--- src/rtl/pipeline_feeder.sv ---
// pipeline_feeder: streams upstream bots into fullPipeline with round-robin slot indices,
// tags each slot readout with the sequence number it completes, then drains and flushes.
module pipeline_feeder #(
    parameter int ADDR_WIDTH     = 2,
    parameter int FULL_THRESHOLD = 20,
    parameter int READ_LATENCY   = 3,
    parameter int DRAIN_CYCLES   = 64
) (
    input  logic                  clk,
    input  logic                  rst,
    input  logic                  start,
    input  logic [31:0]           botCount,
    input  logic [127:0]          botIn,
    input  logic [5:0]            botInPermutations,
    input  logic                  botInValid,
    output logic                  botInReady,
    output logic [127:0]          bot,
    output logic [ADDR_WIDTH-1:0] botIndex,
    output logic                  isBotValid,
    output logic [5:0]            validBotPermutations,
    input  logic [4:0]            fifoFullness,
    input  logic [37:0]           summedDataIn,
    input  logic [2:0]            pcoeffCountIn,
    output logic                  resultValid,
    output logic [31:0]           resultSeq,
    output logic [37:0]           resultSum,
    output logic [2:0]            resultPcoeffCount,
    output logic                  busy,
    output logic                  done
);

    localparam int SLOTS = 2 ** ADDR_WIDTH;
    localparam logic [ADDR_WIDTH:0] FLUSH_LAST = (ADDR_WIDTH + 1)'(SLOTS - 1);

    typedef enum logic [2:0] {
        IDLE    = 3'd0,
        STREAM  = 3'd1,
        DRAIN   = 3'd2,
        FLUSH   = 3'd3,
        WAIT_RD = 3'd4
    } state_t;

    state_t                state;
    state_t                nextState;
    logic [31:0]           seq;
    logic [31:0]           botCountReg;
    logic [15:0]           drainCnt;
    logic [ADDR_WIDTH:0]   flushCnt;
    logic [7:0]            waitCnt;
    logic                  fire;
    logic                  issue;
    logic                  tagHit;

    logic                  tagValid [0:READ_LATENCY];
    logic [31:0]           tagSeq   [0:READ_LATENCY];

    // NOTE: sequential state uses non-blocking assignments so every register samples
    // the pre-edge values of its neighbours, independent of process ordering.
    always_ff @(posedge clk) begin
        if (rst) state <= IDLE;
        else     state <= nextState;
    end

    // NOTE: every always_comb output gets a default first, so no path can infer a latch.
    always_comb begin
        nextState = state;
        case (state)
            IDLE:    if (start) nextState = STREAM;
            STREAM:  if (seq == botCountReg) nextState = DRAIN;
            DRAIN:   if (fifoFullness == 5'd0 && drainCnt == 16'(DRAIN_CYCLES - 1)) nextState = FLUSH;
            FLUSH:   if (flushCnt == FLUSH_LAST) nextState = WAIT_RD;
            WAIT_RD: if (waitCnt == 8'(READ_LATENCY)) nextState = IDLE;
            default: nextState = IDLE;
        endcase
    end

    always_comb begin
        botInReady = (state == STREAM) && (seq < botCountReg)
                     && (32'(fifoFullness) < FULL_THRESHOLD);
        fire       = botInValid && botInReady;
        issue      = (state == FLUSH) || ((state == STREAM) && fire);
        busy       = (state != IDLE);
        // A read of slot n mod SLOTS completes bot n-SLOTS, if that bot belongs to this run.
        tagHit     = (seq >= 32'(SLOTS)) && ((seq - 32'(SLOTS)) < botCountReg);
    end

    always_ff @(posedge clk) begin
        if (rst) begin
            seq         <= '0;
            botCountReg <= '0;
            drainCnt    <= '0;
            flushCnt    <= '0;
            waitCnt     <= '0;
            done        <= 1'b0;
        end else begin
            if (state == IDLE && start) begin
                seq         <= '0;
                botCountReg <= botCount;
            end else if (issue) begin
                seq <= seq + 32'd1;
            end
            drainCnt <= (state == DRAIN && fifoFullness == 5'd0) ? drainCnt + 16'd1 : '0;
            flushCnt <= (state == FLUSH) ? flushCnt + 1'b1 : '0;
            waitCnt  <= (state == WAIT_RD) ? waitCnt + 8'd1 : '0;
            done     <= (state == WAIT_RD) && (waitCnt == 8'(READ_LATENCY));
        end
    end

    always_ff @(posedge clk) begin
        if (rst) begin
            bot                  <= '0;
            botIndex             <= '0;
            isBotValid           <= 1'b0;
            validBotPermutations <= '0;
        end else begin
            isBotValid           <= issue;
            validBotPermutations <= (state == STREAM && fire) ? botInPermutations : 6'd0;
            if (issue) botIndex <= seq[ADDR_WIDTH-1:0];
            if (state == STREAM && fire) bot <= botIn;
        end
    end

    // NOTE: the tag delay line is reset, not just its valid bits' consumers, so a run
    // aborted by rst can never surface a stale tag as a result.
    always_ff @(posedge clk) begin
        if (rst) begin
            for (int k = 0; k <= READ_LATENCY; k++) begin
                tagValid[k] <= 1'b0;
                tagSeq[k]   <= '0;
            end
            resultValid       <= 1'b0;
            resultSeq         <= '0;
            resultSum         <= '0;
            resultPcoeffCount <= '0;
        end else begin
            tagValid[0] <= issue && tagHit;
            tagSeq[0]   <= seq - 32'(SLOTS);
            for (int k = 1; k <= READ_LATENCY; k++) begin
                tagValid[k] <= tagValid[k-1];
                tagSeq[k]   <= tagSeq[k-1];
            end
            resultValid <= tagValid[READ_LATENCY];
            if (tagValid[READ_LATENCY]) begin
                resultSeq         <= tagSeq[READ_LATENCY];
                resultSum         <= summedDataIn;
                resultPcoeffCount <= pcoeffCountIn;
            end
        end
    end

endmodule

--- config.mk ---
export PLATFORM = sky130hd
export DESIGN_NAME = pipeline_feeder
export DESIGN_NICKNAME = d
export VERILOG_FILES = /design/src/rtl/pipeline_feeder.sv
export SDC_FILE = /design/constraint.sdc
export NUM_CORES = 1
export LEC_CHECK = 0
export BUFFER_PORTS_ARGS = -buffer_cell sky130_fd_sc_hd__buf_4
export CAP_MARGIN = 10
export CORE_ASPECT_RATIO = 0.75
export CORE_MARGIN = 4
export CORE_UTILIZATION = 57
export CTS_CLUSTER_DIAMETER = 30
export DETAILED_ROUTE_END_ITERATION = 10
export GPL_ROUTABILITY_DRIVEN = 0
export GPL_TIMING_DRIVEN = 0
export PLACE_DENSITY = 0.88
export SLEW_MARGIN = 25
export SYNTH_ARGS = -nofsm -noshare
export SYNTH_HDL_FRONTEND = slang
export SYNTH_SLANG_ARGS = --single-unit
--- constraint.sdc ---
create_clock -name clk -period 6.94 [get_ports clk]
set_clock_uncertainty 0.15 [all_clocks]
set_input_delay 0.694 -clock clk [delete_from_list [all_inputs] [get_ports clk]]
set_output_delay 0.694 -clock clk [all_outputs]
set_load 0.05 [all_outputs]
==> results of run 1 <==
[cell type report]
class | instances | area (sq um) | area share [%]
flip-flops and latches | 438 | 8770 | 38.6
multi-input cells | 1129 | 7500 | 33.0
repair buffers | 428 | 3210 | 14.2
clock buffers | 72 | 1640 | 7.21
well taps | 392 | 490 | 2.16
clock inverters | 40 | 487 | 2.14
plain buffers | 105 | 428 | 1.88
inverters | 48 | 180 | 0.794
[registers in the layout (all words and copies together), names as in the netlist]
register              count
bot                     128
tagSeq                  128
resultSum                38
botCountReg              32
resultSeq                32
seq                      32
drainCnt                 16
waitCnt                   8
validBotPermutations      6
tagValid                  4
flushCnt                  3
resultPcoeffCount         3
state                     3
botIndex                  2
done                      1
isBotValid                1
resultValid               1
[power groups by stage]
stage | Clock, mW | Combinational (mW) | Sequential [mW]
CTS | 3.19 | 0.684 | 2.64
global route | 3.31 | 0.737 | 2.65
detailed placement | 0 | 0.676 | 2.69
floorplan | 0 | 0.295 | 2.81
global placement | 0 | 0.654 | 2.69
finish | 3.17 | 0.689 | 2.64
[worst reg2reg max path: stages (launching register included)]
cell      delay (ns)
dfxtp_1         0.31
buf_2           0.18
nor4_2          0.51
nand3b_1        0.33
nor4_2          0.64
nand2_1         0.22
or4_1           0.50
xnor2_1         0.49
ha_1            0.38
a21o_1          0.17
a21o_1          0.20
a211oi_1        0.23
o211ai_1        0.19
nor4b_1         0.34
[metrics by stage]
stage	std cells	instance area, sq um	total power [mW]
final	2652	22700	6.50
after detailed placement	2540	20600	3.37
after CTS	2652	22700	6.52
after global routing	2652	22700	6.70
after global placement	2540	20600	3.34
after floorplan	1720	16900	3.10
[cells in the final DEF, fill, tap and decap left out, drive strengths merged, types with 2 or more instances in the layout]
cell type,Yosys,layout
a21o,10,10
a21oi,81,81
a221oi,2,2
a31oi,3,3
and2,8,8
and3,7,7
and4,5,5
buf,28,456
bufinv,0,7
clkbuf,77,149
clkinv,0,11
clkinvlp,0,7
dfxtp,438,438
ha,71,71
inv,48,63
mux2i,204,204
nand2,109,109
nand2b,6,6
nand3,31,31
nand3b,6,6
nand4,20,20
nor2,259,259
nor2b,130,130
nor3,17,17
nor4,15,15
nor4b,4,4
o211ai,3,3
o21ai,15,15
o31a,3,3
o31ai,23,23
or3,7,7
or4,32,32
xnor2,20,20
xor2,28,28
[kinds of logic after synthesis]
family | after synthesis
multiplexers | 204
XOR/XNOR | 48
AND/OR/NAND/NOR | 660
flip-flops | 438
adder cells (fa/ha/maj) | 71
AO/OA/AOI/OAI | 146
buffers and inverters | 153
[worst max path at each step]
stage,endpoint,slack [ns],start,cells after the start
5_1_grt,tagValid[0][0],1.89,seq[4],13
2_1_floorplan,tagValid[0][0],3.17,seq[14],14
4_1_cts,tagValid[0][0],2.25,seq[4],13
3_5_place_dp,tagValid[0][0],2.34,seq[4],13
6_report,tagValid[0][0],2.02,seq[4],13
3_3_place_gp,tagValid[0][0],2.36,seq[4],13
[metal layers]
metal	up-vias	track usage [%]	wire (um)	share of wire (%)
li1	6790	-	-	-
met3	137	7.89	4590	9.1
met5	-	0	13	0.026
met2	667	49.9	24400	49
met4	2	11.0	1800	3.6
met1	6759	34.5	19500	39
==> impl_metrics.json, run 1 <==
{
  "clock_latency_ns": 0.58,
  "min_from": "botInPermutations[3]",
  "synth.avg_cell_area_sq_um": 9.81,
  "cts-buffers-inserted": 61,
  "synthAdderAreaFrac_pct": 5.27,
  "syn-instance-count": 1720,
  "synth_most_common_cell": "dfxtp_1",
  "grt-ovfl-total": 0,
  "vias_per_cell": 5.41,
  "finalSetupTns_ns": 0,
  "drive_above_1_share_pct": 25.1,
  "reg2regPathDepth": 13,
  "hold_viol_final": 0,
  "worst_slew_pin_slew_ns": 1.00,
  "period_share_pct": 70.8,
  "synth.distinct_cells": 50,
  "synth_top_family_by_area": "simple AND/OR/NAND/NOR gates",
  "cp-start-kind": "flip-flop",
  "arrival_ns": 5.23,
  "yosys_warnings": 0,
  "p_int_mw": 4.84,
  "holdPathStages": 2,
  "die-area_sq_mm": 0.0324,
  "leakagePower_nw": 9.39,
  "cp_top_family": "simple AND/OR/NAND/NOR gates",
  "fmax_mhz": 203,
  "swShare_pct": 25.6,
  "antenna_left": 0,
  "ys.flop_type": "dfxtp_1",
  "synth_top_area_share_pct": 52.0,
  "wirelength_um": 50300,
  "route.detailed.drc": 0,
  "crit_chain": "buf_2, nor4_2, nand3b_1, nor4_2, nand2_1, or4_1, xnor2_1, ha_1, a21o_1, a21o_1, a211oi_1, o211ai_1, nor4b_1",
  "final_nets": 2498,
  "holdBufCountCts": 0,
  "powerDensity_mw_per_mm2": 286,
  "min_period_ns": 4.92,
  "maxCapViolCount": 0,
  "layout_setup_ws_ns": 2.02,
  "rrSetupSlack_ns": 2.02,
  "cts_resized": 0,
  "endpoint_kind": "flip-flop",
  "synth_xor_area_share_pct": 2.49,
  "power_switching_mw": 1.66,
  "track_usage_pct": 28.9,
  "async_reset_ff_share_pct": 0,
  "insertedDiodeCount": 0,
  "synth_area_sq_mm": 0.0169,
  "synth-compound-area-share_pct": 5.12,
  "setup_viol": 0,
  "required_ns": 7.25,
  "ys_seq_area_share_pct": 52.0,
  "drtIter0Drc": 1190,
  "r2r-start": "seq[4]",
  "synth_nets": 2007,
  "synthMuxAreaShare_pct": 12.1,
  "holdCritPathClass": "in -> reg",
  "crit_path_top_delay_cell": "nor4_2",
  "syn_to_final_growth_pct": 34.6,
  "grt_pass1_wl_um": 75300,
  "coreArea_sq_mm": 0.0291,
  "nFillCells": 1883,
  "post_drt_wl_per_cell_um": 19.0,
  "peakVddDrop_v": 0.000261,
  "dp_slack_ns": 2.34,
  "h-tree-depth": 2,
  "hpwlAfterDp_um": 36200,
  "relSlewSlack_pct": 32.6,
  "status": "finished, final reports clean",
  "start_util_pct": 57.9,
  "reg2reg_to": "tagValid[0][0]",
  "fp-row-count": 54,
  "antenna_found_initial": 1,
  "critPathKind": "reg -> reg",
  "p_clk_share_pct": 48.7,
  "worstPathMaxFanout": 9,
  "synth_area_leaders": "dfxtp_1 (52%), mux2i_1 (12%), nor2_1 (5.8%)",
  "clk_pin_slew_ns": 0.05,
  "rsz0062_at_grt": "no",
  "whs_ns": 0.184,
  "cts_sinks": 438,
  "synth-simple-area-share_pct": 19.4,
  "post_cts_buffers": 0,
  "seq_power_share_pct": 40.7,
  "vias": 14400,
  "comb_power_share_pct": 10.6,
  "fin_util_pct": 78.0,
  "clockRootBuffer": "clkbuf_16",
  "die_height_um": 157,
  "chipWidth_um": 207,
  "slowest_delay_ns": 0.63,
  "grt_pass1_vias": 14400,
  "hold-path-endpoint": "validBotPermutations[3]",
  "synth_area_leader_cell": "dfxtp_1",
  "grt_max_degree": 16,
  "synth-edff-count": 0,
  "drv_slew": 0,
  "synth_commonest_cells": "dfxtp_1 (438), nor2_1 (259), mux2i_1 (204), nor2b_1 (130), nand2_1 (109)",
  "first_pass_iters": 6,
  "synth-seq-cells": 438,
  "io_buffers": 428,
  "critPathBufInv": 1,
  "ioPinCount": 430,
  "cts_tree": "built",
  "cts_buffer_depth": 3
}
No activity file was read; power rests on OpenSTA's default activity.
==> run 2: changes to the inputs <==
Settings changed: ABC_AREA set to 1, CORE_UTILIZATION 57 to 54, PLACE_DENSITY 0.88 to 0.84.
Clock period 6.94 ns to 4.8 ns, I/O delays scaled along.
==> run 2 against run 1 <==
Sequential power up 52%. Register-to-register slack worse by 1.1 ns. Synthesized cell count up 35%. Count of clock-buffer cells in the layout up 21. Design area up 8.6%. Area after synthesis up 4.9%. Sequential share of layout area down 3.1 points.
==> impl_metrics.json, run 2 <==
{
  "status": "finished, final reports clean",
  "coreArea_sq_mm": 0.0324,
  "syn_to_final_growth_pct": 39.4,
  "required_ns": 4.17,
  "crit_top_cell": "nand2_1",
  "grt_max_degree": 14,
  "finalSetupTns_ns": 0,
  "synth.distinct_cells": 34,
  "final_nets": 3176,
  "antenna_found_initial": 2,
  "cts_sinks": 438,
  "route.detailed.drc": 0,
  "grt-ovfl-total": 0,
  "cts_buffer_depth": 3,
  "holdCritPathClass": "in -> reg",
  "drv_slew": 0,
  "worstPathMaxFanout": 10,
  "swShare_pct": 30.7,
  "synth_area_leader_cell": "dfxtp_1",
  "cts-buffers-inserted": 71,
  "synth_nets": 2603,
  "clock_latency_ns": 0.60,
  "yosys_warnings": 0,
  "hold_viol_final": 0,
  "slowest_delay_ns": 0.55,
  "hpwlAfterDp_um": 43700,
  "die-area_sq_mm": 0.0357,
  "comb_power_share_pct": 18.9,
  "synth_area_sq_mm": 0.0177,
  "ys_seq_area_share_pct": 49.6,
  "critPathKind": "reg -> out",
  "holdPathStages": 3,
  "maxCapViolCount": 0,
  "syn-instance-count": 2316,
  "async_reset_ff_share_pct": 0,
  "synth_area_leaders": "dfxtp_1 (50%), nor2_1 (8.1%), nand2_1 (7.1%)",
  "cts_tree": "built",
  "crit_path_top_delay_cell": "dfxtp_1",
  "crit_chain": "inv_1, ha_1, nor2_1, nand2_1, nand2_1, nand2_1, nand2_1, nand2_1, nand2_1, a21oi_2, buf_1, buf_4",
  "min_period_ns": 4.01,
  "synth-seq-cells": 438,
  "grt_pass1_vias": 18000,
  "synth-edff-count": 0,
  "seq_power_share_pct": 35.5,
  "grt_pass1_wl_um": 95000,
  "io_buffers": 429,
  "synth_top_area_share_pct": 49.6,
  "rrSetupSlack_ns": 0.93,
  "cp-start-kind": "flip-flop",
  "clockRootBuffer": "clkbuf_16",
  "p_clk_share_pct": 45.6,
  "h-tree-depth": 3,
  "reg_top3": "bot (128), tagSeq (128), resultSum (38)",
  "powerDensity_mw_per_mm2": 459,
  "r2r-start": "seq[2]",
  "fp-row-count": 57,
  "post_drt_wl_per_cell_um": 18.5,
  "leakagePower_nw": 11.1,
  "vias": 18400,
  "drtIter0Drc": 2239,
  "drive_above_1_share_pct": 20.5,
  "chipWidth_um": 217,
  "ioPinCount": 430,
  "wirelength_um": 62800,
  "start_util_pct": 54.6,
  "arrival_ns": 3.38,
  "endpoint_kind": "output port",
  "first_pass_iters": 7,
  "final_common_cell": "buf_4",
  "cp-startpoint": "seq[2]",
  "track_usage_pct": 33.2,
  "worst_slew_pin_slew_ns": 1.04,
  "reg2reg_to": "tagValid[0][0]",
  "synth.avg_cell_area_sq_um": 7.64,
  "period_share_pct": 83.6,
  "clk_pin_slew_ns": 0.06,
  "die_height_um": 165,
  "rsz0062_at_grt": "no",
  "fin_util_pct": 76.2,
  "p_int_mw": 7.85,
  "reg2regPathDepth": 21,
  "min_from": "botIn[90]",
  "vias_per_cell": 5.43,
  "post_cts_buffers": 0,
  "antenna_left": 0,
  "relSlewSlack_pct": 30.4,
  "setup_viol": 0,
  "hold-path-endpoint": "bot[90]",
  "power_switching_mw": 3.48,
  "synth_commonest_cells": "dfxtp_1 (438), nor2_1 (383), nand2_1 (335), inv_1 (247), a21oi_1 (243)",
  "ys.flop_type": "dfxtp_1",
  "fmax_mhz": 249,
  "layout_common_cells": "buf_4 (444), dfxtp_1 (438), nor2_1 (383), nand2_1 (335), inv_1 (247)",
  "peakVddDrop_v": 0.000353,
  "synth_most_common_cell": "dfxtp_1"
}
## run 2: cell types whose count changed after synthesis, moves of 14 or more
cell,change
mux2i_1,-204
o21ai_0,+112
a21oi_1,+162
nor2b_1,-130
nand2_1,+226
xnor2_1,-16
inv_1,+199
or4_1,-30
buf_4,+14
clkbuf_1,+21
o31ai_1,-23
nor2_1,+124
nand3_1,+169
## run 2: area by class of cell
| type | count | area (sq um) |
|---|---|---|
| Antenna cell | 2 | 5.00 |
| Buffer | 136 | 594 |
| Clock buffer | 93 | 2000 |
| Clock inverter | 37 | 482 |
| Fill cell | 2164 | 7720 |
| Inverter | 249 | 935 |
| Multi-Input combinational cell | 1493 | 7390 |
| Sequential cell | 438 | 8770 |
| Tap cell | 442 | 553 |
| Timing Repair Buffer | 500 | 3930 |
## run 2: power by group through the flow
stage                     combinational [mW]  sequential, mW  clock, mW
final                                   2.15            4.02       5.16
after global routing                    2.31            4.03       5.38
after CTS                               2.09            4.01       5.18
after detailed placement                2.03            4.08          0
after global placement                  1.96            4.07          0
after floorplan                        0.937            4.43          0
## run 2: worst max path at each step
| stage | end | slack, ns | cells after the start |
|---|---|---|---|
| 6_report | botInReady | 0.79 | 12 |
| 5_1_grt | botInReady | 0.64 | 12 |
| 4_1_cts | botInReady | 0.87 | 12 |
| 3_5_place_dp | tagValid[0][0] | 1.24 | 21 |
| 3_3_place_gp | tagValid[0][0] | 1.21 | 21 |
| 2_1_floorplan | tagValid[0][0] | 1.92 | 21 |
## run 2: repair_timing
item / in CTS / in global routing
hold endpoints to repair: 71 / 0
hold buffers: 71 / 0
gates resized for setup: 0 / 0
## run 2: critical path: cells and delay by family, from the launching register on
kind            cells  cell delay [ns]
flops               1             0.55
fa+ha+maj           1             0.33
buf+inv             3             0.95
simple gates        7             0.52
compound gates      1             0.43
## run 2: metrics by stage
step	power, mW	cells	setup slack [ns]	hold WS (ns)	cell area [sq um]
finish	11.3	3390	0.786	0.0182	24700
global route	11.7	3389	0.642	0.00328	24700
CTS	11.3	3388	0.869	0.0000120	24700
detailed placement	6.11	3187	1.24	0.245	21500
global placement	6.03	3187	1.21	0.246	21500
floorplan	5.37	2316	1.92	0.238	17700
## run 2: kinds of logic (layout without fill, tap and decap cells)
family | after synthesis | count (layout) | synth area share (%)
simple gates | 998 | 998 | 23.7
other cells | 0 | 2 | 0
fa+ha+maj | 71 | 71 | 5.02
buf+inv | 385 | 1015 | 8.64
flops | 438 | 438 | 49.6
compound gates | 379 | 379 | 10.8
xor+xnor | 45 | 45 | 2.23
## run 2: metal layers
| layer | GRT usage, % | up-vias | routed length, um |
|---|---|---|---|
| met5 | 0 | - | 15 |
| met3 | 12.6 | 312 | 7180 |
| met1 | 39.7 | 8384 | 24100 |
| met2 | 53.3 | 1115 | 28300 |
| met4 | 15.3 | 2 | 3240 |
| li1 | - | 8602 | - |
==> run 3: changes to the inputs <==
Settings changed: ABC_AREA 1 to 0, CORE_UTILIZATION 54 to 53, PLACE_DENSITY 0.84 to 0.83.
Clock period 4.8 ns to 3.9 ns, I/O delays scaled along.
==> run 3 against run 2 <==
The flow now finishes with violations (setup timing). Combinational power down 32%. Setup slack worse by 1.1 ns. Critical path depth grew 2. Cell count decreased by 15%. Sequential share of layout area decreased by 0.78 points. Sequential power rose by 17%. First-iteration DRC count down 42%. Via count down 14%. Global-route usage down 0.36 points. Power rose by 10%. Count of clock-buffer cells in the layout shrank 12. Utilization is 4.4 points higher.
==> impl_metrics.json, run 3 (synthesis results as in run 1) <==
{
  "critPathKind": "reg -> reg",
  "maxCapViolCount": 0,
  "r2r-start": "seq[14]",
  "required_ns": 4.23,
  "antenna_found_initial": 2,
  "die-area_sq_mm": 0.0348,
  "finalSetupTns_ns": -0.304,
  "cts-buffers-inserted": 66,
  "powerDensity_mw_per_mm2": 495,
  "cp-startpoint": "seq[14]",
  "antenna_left": 0,
  "crit_top_cell": "a21o_1",
  "track_usage_pct": 32.8,
  "fmax_mhz": 238,
  "period_share_pct": 108,
  "peakVddDrop_v": 0.000320,
  "fp-row-count": 56,
  "grt_max_degree": 16,
  "min_period_ns": 4.20,
  "cts_tree": "built",
  "vias": 15800,
  "ioPinCount": 430,
  "final_nets": 2715,
  "status": "complete, but fails checks",
  "cts_sinks": 438,
  "drv_slew": 0,
  "post_drt_wl_per_cell_um": 20.8,
  "setup_viol": 1,
  "violations": "setup timing",
  "chipWidth_um": 214,
  "hold_viol_final": 0,
  "clk_pin_slew_ns": 0.06,
  "cp-start-kind": "flip-flop",
  "holdCritPathClass": "in -> reg",
  "syn_to_final_growth_pct": 49.5,
  "coreArea_sq_mm": 0.0313,
  "hpwlAfterDp_um": 35400,
  "grt_pass1_vias": 16600,
  "h-tree-depth": 3,
  "layout_common_cells": "buf_4 (437), dfxtp_1 (437), nor2_1 (258), dlygate4sd3_1 (205), mux2i_1 (204)",
  "rsz0062_at_grt": "yes",
  "worstPathMaxFanout": 8,
  "grt_pass1_wl_um": 91200,
  "wirelength_um": 60100,
  "relSlewSlack_pct": 30.0,
  "clock_latency_ns": 0.56,
  "dpl.cell_count": 2554,
  "route.detailed.drc": 0,
  "first_pass_iters": 6,
  "grt-ovfl-total": 0,
  "whs_ns": 0.0396,
  "drive_above_1_share_pct": 24.4,
  "slowest_delay_ns": 0.51,
  "clockRootBuffer": "clkbuf_16",
  "drtIter0Drc": 1292,
  "start_util_pct": 53.9,
  "arrival_ns": 4.53,
  "min_from": "botIn[26]",
  "layout_setup_ws_ns": -0.304,
  "leakagePower_nw": 10.4,
  "cts_buffer_depth": 3,
  "crit_path_top_delay_cell": "or4_4",
  "power_mw": 12.5,
  "worst_slew_pin_slew_ns": 1.04,
  "reg_top3": "bot (128), tagSeq (128), resultSum (38)",
  "die_height_um": 162,
  "endpoint_kind": "flip-flop",
  "vias_per_cell": 5.48,
  "io_buffers": 428,
  "crit_chain": "buf_6, or4_4, or3_4, or4_4, nand2b_4, nor3_4, xor2_2, ha_1, a21o_1, a21o_1, a21o_1, a211oi_2, o211ai_1, nor4b_2",
  "final_cells": 2889
}
[run 3: report_power, final]
part | switching, mW | internal [mW]
Combinational | 0.852 | 0.605
Sequential | 0.0810 | 4.63
Clock | 2.28 | 4.02
[run 3: worst max-delay path: cells and delay by family, from the launching register on]
kind	cells	cell delay, ns
fa+ha+maj	1	0.28
buf+inv	1	0.13
simple gates	6	2.04
compound gates	5	0.99
flops	1	0.32
xor+xnor	1	0.20
[run 3: metrics by stage]
step	util, %	instance area [sq um]	setup slack [ns]
finish	80.5	25200	-0.304
global route	80.5	25200	-0.387
CTS	80.3	25100	-0.207
detailed placement	65.8	20600	-0.686
global placement	65.7	20600	-0.643
floorplan	-	16900	0.128
[run 3: timing repair]
item	CTS	global route
hold buffers	205	0
gates resized for setup	15	18
buffers inserted	7	1
pin swaps	5	1
cloned	0	0
endpoints found under the hold margin	205	0
setup endpoints to repair	28	84
[run 3: final timing paths]
path / endpoint / slack [ns] / cells after the start
worst max-delay path: tagValid[0][0] / -0.30 / 14
worst max register to register: tagValid[0][0] / -0.30 / 14
worst min-delay path: bot[26] / 0.04 / 3
worst min register to register: tagSeq[2][4] / 0.27 / 1
[run 3: per-layer routing]
layer	vias to the layer above	track usage, %	routed length [um]
li1	7224	-	-
met4	0	19.1	3790
met5	-	0	0
met3	275	7.89	4540
met1	7418	36.0	22000
met2	904	58.5	29800
[run 3: layout make-up]
class	instances	area [sq um]
fillers	1751	6100
multi-input cells	1129	7640
plain buffers	104	430
flip-flops and latches	438	8770
clock inverters	39	503
diodes	3	7.51
well taps	406	508
inverters	48	180
repair buffers	641	5330
clock buffers	81	1850
